<file path="src/rtl/rr_mux_arbiter.sv">
// rr_mux_arbiter
//   Round-robin select controller for a shared 4:1 mux. Four requesters
//   (a,b,c,d) compete for one output. A registered one-hot grant is kept
//   together with the matching mux select {sel1,sel0}. The granted
//   requester's data is routed to op. Tenure is capped at HOLD_MAX
//   consecutive cycles while other requesters are waiting.
//
//   Ports
//     clk        rising-edge clock
//     rst_n      asynchronous active-low reset
//     req[3:0]   request vector, bit0=a .. bit3=d
//     din_a..d   requester data, WIDTH bits each
//     grant      registered one-hot grant, 0000 = none
//     sel0/sel1  registered mux select (index of the granted requester)
//     op         data of the granted requester, 0 when nothing is granted
//     op_valid   high when any grant bit is set
module rr_mux_arbiter #(
  parameter int WIDTH    = 1,
  parameter int HOLD_MAX = 4
) (
  input  logic             clk,
  input  logic             rst_n,
  input  logic [3:0]       req,
  input  logic [WIDTH-1:0] din_a,
  input  logic [WIDTH-1:0] din_b,
  input  logic [WIDTH-1:0] din_c,
  input  logic [WIDTH-1:0] din_d,
  output logic [3:0]       grant,
  output logic             sel0,
  output logic             sel1,
  output logic [WIDTH-1:0] op,
  output logic             op_valid
);

  localparam int                CNT_W    = $clog2(HOLD_MAX + 1);
  localparam logic [CNT_W-1:0] HOLD_LIM = CNT_W'(HOLD_MAX);
  localparam logic [CNT_W-1:0] CNT_ONE  = CNT_W'(1);

  typedef enum logic {IDLE, GRANT} state_t;

  state_t           state, state_nxt;
  logic [3:0]       grant_nxt;
  logic [1:0]       sel, sel_nxt;
  logic [1:0]       ptr, ptr_nxt;
  logic [CNT_W-1:0] hold_cnt, hold_nxt;
  logic [3:0]       others;
  logic [2:0]       pk;
  logic             own_req;

  // Returns {found, index} of the first set bit of r scanning start,
  // start+1, ... (mod 4). Scanning downwards lets the nearest hit win.
  function automatic logic [2:0] pick(input logic [3:0] r, input logic [1:0] start);
    logic [1:0] idx;
    pick = 3'b000;
    for (int k = 3; k >= 0; k--) begin
      idx = start + 2'(k);
      if (r[idx]) pick = {1'b1, idx};
    end
  endfunction

  always_ff @(posedge clk or negedge rst_n) begin
    if (!rst_n) begin
      state    <= IDLE;
      grant    <= 4'b0000;
      sel      <= 2'b00;
      ptr      <= 2'b00;
      hold_cnt <= '0;
    end else begin
      state    <= state_nxt;
      grant    <= grant_nxt;
      sel      <= sel_nxt;
      ptr      <= ptr_nxt;
      hold_cnt <= hold_nxt;
    end
  end

  // While in GRANT, sel is the owner index and ptr is owner+1, so the
  // rotation search always starts at ptr.
  always_comb begin
    state_nxt = state;
    grant_nxt = grant;
    sel_nxt   = sel;
    ptr_nxt   = ptr;
    hold_nxt  = hold_cnt;
    own_req   = req[sel];
    others    = req & ~(4'b0001 << sel);
    pk        = 3'b000;
    case (state)
      IDLE: begin
        grant_nxt = 4'b0000;
        pk        = pick(req, ptr);
      end
      GRANT: begin
        if (!own_req || hold_cnt == HOLD_LIM) begin
          if (|others) begin
            pk = pick(others, ptr);
          end else if (!own_req) begin
            state_nxt = IDLE;
            grant_nxt = 4'b0000;
            hold_nxt  = '0;
          end
          // Sole requester at the cap: keep ownership, counter saturates.
        end else begin
          hold_nxt = hold_cnt + CNT_ONE;
        end
      end
      default: begin
        state_nxt = IDLE;
        grant_nxt = 4'b0000;
      end
    endcase
    if (pk[2]) begin
      state_nxt = GRANT;
      grant_nxt = 4'b0001 << pk[1:0];
      sel_nxt   = pk[1:0];
      ptr_nxt   = pk[1:0] + 2'd1;
      hold_nxt  = CNT_ONE;
    end
  end

  assign sel0     = sel[0];
  assign sel1     = sel[1];
  assign op_valid = |grant;

  always_comb begin
    op = '0;
    if (op_valid) begin
      case (sel)
        2'd0:    op = din_a;
        2'd1:    op = din_b;
        2'd2:    op = din_c;
        default: op = din_d;
      endcase
    end
  end

endmodule

</file>
<file path="config.mk">
export PLATFORM = sky130hd
export DESIGN_NAME = rr_mux_arbiter
export DESIGN_NICKNAME = d
export VERILOG_FILES = /design/src/rtl/rr_mux_arbiter.sv
export SDC_FILE = /design/constraint.sdc
export NUM_CORES = 1
export LEC_CHECK = 0
export CAP_MARGIN = 20
export CORE_MARGIN = 2
export CORE_UTILIZATION = 30
export DETAILED_ROUTE_END_ITERATION = 10
export GPL_TIMING_DRIVEN = 0
export REMOVE_ABC_BUFFERS = 1
export SLEW_MARGIN = 20
export SYNTH_ARGS = -nofsm -noshare
export SYNTH_HDL_FRONTEND = slang
export SYNTH_SLANG_ARGS = --single-unit
</file>
<file path="constraint.sdc">
create_clock -name clk -period 2.7 [get_ports clk]
set_clock_uncertainty 0.05 [all_clocks]
set_input_delay 0.27 -clock clk [delete_from_list [all_inputs] [get_ports clk]]
set_output_delay 0.27 -clock clk [all_outputs]
set_load 0.02 [all_outputs]
</file>
==> impl_metrics.json <==
{
  "nets": 158,
  "synthMostInstantiatedCell": "dfrtp_1",
  "synth-main-ff-cell": "dfrtp_1",
  "p_leak_nw": 0.604,
  "grt_pass1_wl_um": 4420,
  "hp-class": "in2async",
  "worst_setup_path_end_kind": "register",
  "tns_ns": 0,
  "grt_max_degree": 19,
  "cellPowerDensity_nw_per_um2": 1200,
  "synth_warnings": 0,
  "clkPwrFrac_pct": 11.5,
  "pin_count": 18,
  "crit_path_start": "hold_cnt[0]",
  "drtPass1Iterations": 4,
  "timing.rr.end": "ptr[1]",
  "syn_area_um2": 1110,
  "cts_buffer_depth": 2,
  "grt_pass1_vias": 993,
  "drtIter0Drc": 31,
  "synth.distinct_cells": 50,
  "dieWidth_um": 65.0,
  "fin_cells": 189,
  "start_util_pct": 30.9,
  "die_h_um": 65.0,
  "cts_tree": "yes",
  "synth-seq-cells": 12,
  "vdd_drop_max_uv": 402,
  "cts.clk_slew.worst_paths_ns": 0.05,
  "critical_path_class": "reg2reg",
  "post-place-cells": 182,
  "grt_remaining_overflow": 0,
  "p_sw_mw": 0.759,
  "yosysTopAreaCellShare_pct": 26.9,
  "tightest_slew_ns": 0.556,
  "fillerInstances": 365,
  "start_kind": "register",
  "antenna_found_initial": 0,
  "htreeDepth": 1,
  "io_buffers": 17,
  "antennaDiodeCount": 0,
  "post-route-min-period_ns": 2.58,
  "rr_startpoint": "hold_cnt[0]",
  "finalHoldViolations": 0,
  "die_area_um2": 4220,
  "grt_util_met2_pct": 22.3,
  "synth_area_leaders": "dfrtp_1 27%, ha_1 6.7%, mux2_2 4.0%",
  "drcViolationCount": 0,
  "rr_worst_depth": 9,
  "worstPathRequired_ns": 2.77,
  "cts_sinks": 12,
  "yosys.area.top_type": "dfrtp_1",
  "drive_gt1_share_pct": 16.3,
  "postRouteWirelength_um": 2650,
  "internal_power_mw": 0.941,
  "worst_slack_ns": 0.122,
  "areaGrowthSynthToFinish_pct": 26.9,
  "fin_crit_sh_pct": 95.5,
  "async_flop_share_pct": 100,
  "swShare_pct": 44.7,
  "place_hpwl_um": 1970,
  "seq_power_share_pct": 25.1,
  "syn_avg_cell_area_um2": 8.92,
  "grtUsageTotal_pct": 12.9,
  "use_met1_pct": 16.5,
  "core_area_um2": 3610,
  "num_vias": 1040,
  "drv_slew": 0,
  "ys_seq_area_share_pct": 26.9,
  "setup_violations": 0,
  "reg2reg_slack_ns": 0.12,
  "cp_max_fo": 5,
  "max_freq_mhz": 388,
  "ant_nets": 0,
  "post_dp_cell_area_um2": 1300,
  "cts_buffers": 3,
  "clk_latency_ns": 0.24,
  "avgViaCountPerCell": 5.50,
  "outcome": "finished, final reports clean",
  "fin_area_um2": 1420,
  "finish.utilization_pct": 39.2,
  "row_count": 22,
  "wire_per_inst_um": 14.0,
  "pre_cts_slack_ns": -0.255,
  "clockRootBuffer": "clkbuf_8",
  "slew_headroom_pct": 62.0,
  "p_comb_share_pct": 63.4,
  "maxCapViolations": 0,
  "worstPathArrival_ns": 2.65,
  "synth-edff-count": 0,
  "synthTopCellsByCount": "12 x dfrtp_1, 11 x inv_1, 10 x nand2_1, 6 x ha_1",
  "globalRouteMet3Util_pct": 3.47,
  "gp_congestion": 0.806,
  "grt-busiest-layer": "met2",
  "syn_inst": 125
}
worst max path at each step:
stage               depth (start not counted)     end
floorplan                                   7  ptr[1]
global placement                            8  ptr[1]
detailed placement                          8  ptr[1]
CTS                                         8  ptr[1]
global route                                9  ptr[1]
finish                                      9  ptr[1]
worst max-delay path: stages (launching register included):
cell and delay, ns:
dfrtp_1 0.40, inv_1 0.13, ha_4 0.18, a21boi_0 0.11
a221o_1 0.42, and4b_1 0.28, o21ai_1 0.10, o21ai_1 0.22
ha_1 0.26, mux2_1 0.29
area by class of cell:
class,instances,area (µm²),share of cell area (%)
Clock buffer,4,55.1,3.89
Inverter,12,45.0,3.18
Multi-Input combinational cell,93,747,52.8
Sequential cell,12,305,21.6
Tap cell,48,60.1,4.24
Timing Repair Buffer,20,203,14.3
per-stage QoR:
step | hold slack, ns | power [mW]
floorplan | -0.0756 | 1.12
global placement | 0.460 | 1.39
detailed placement | 0.461 | 1.43
CTS | 0.360 | 1.66
global route | 0.372 | 1.85
finish | 0.334 | 1.70
routing by layer:
metal  vias up  routed length, µm
li1        507                  -
met1       513               1190
met2        16               1340
met3         4                 96
met4         0                 21
met5         -                  0
cell families (layout without fill, tap and decap cells):
| logic type | Yosys count | count (layout) | synth area share [%] |
|---|---|---|---|
| AOI/OAI and AO/OA | 43 | 43 | 31.5 |
| and+or+nand+nor | 35 | 35 | 16.9 |
| buffers and inverters | 20 | 36 | 8.19 |
| DFF | 12 | 12 | 26.9 |
| muxes | 8 | 8 | 8.87 |
| adders and majority gates | 6 | 6 | 6.73 |
| xor gates and xnor gates | 1 | 1 | 0.786 |
power groups by stage:
| stage | Sequential [mW] | Clock [mW] | Combinational, mW |
|---|---|---|---|
| 2_1_floorplan | 0.427 | 0 | 0.693 |
| 3_3_place_gp | 0.418 | 0 | 0.977 |
| 3_5_place_dp | 0.423 | 0 | 1.01 |
| 4_1_cts | 0.423 | 0.203 | 1.04 |
| 5_1_grt | 0.443 | 0.217 | 1.19 |
| 6_report | 0.426 | 0.196 | 1.08 |
sequential cells by signal, indices dropped and copies added, names as in the netlist:
name and cells:
hold_cnt 3, sel 2, ptr 2, state 1
grant 4
placed cells by master (no fill, tap or decap), types with 3 or more instances in the layout:
cell type / count
clkbuf_8: 4
inv_1: 11
o21ai_1: 3
mux2_2: 4
nand2b_1: 5
ha_1: 5
nand2_1: 10
clkdlybuf4s50_1: 13
dlymetal6s2s_1: 4
buf_4: 3
nor2_1: 4
a21oi_1: 5
a22o_1: 5
dfrtp_1: 10
timing repair:
item,CTS,global route
hold buffers,0,0
endpoints found under the hold margin,0,0
gates resized for setup,4,7
setup endpoints to repair,3,3
setup buffers,0,3
pin swaps,0,1
No activity file was read; power rests on OpenSTA's default activity.
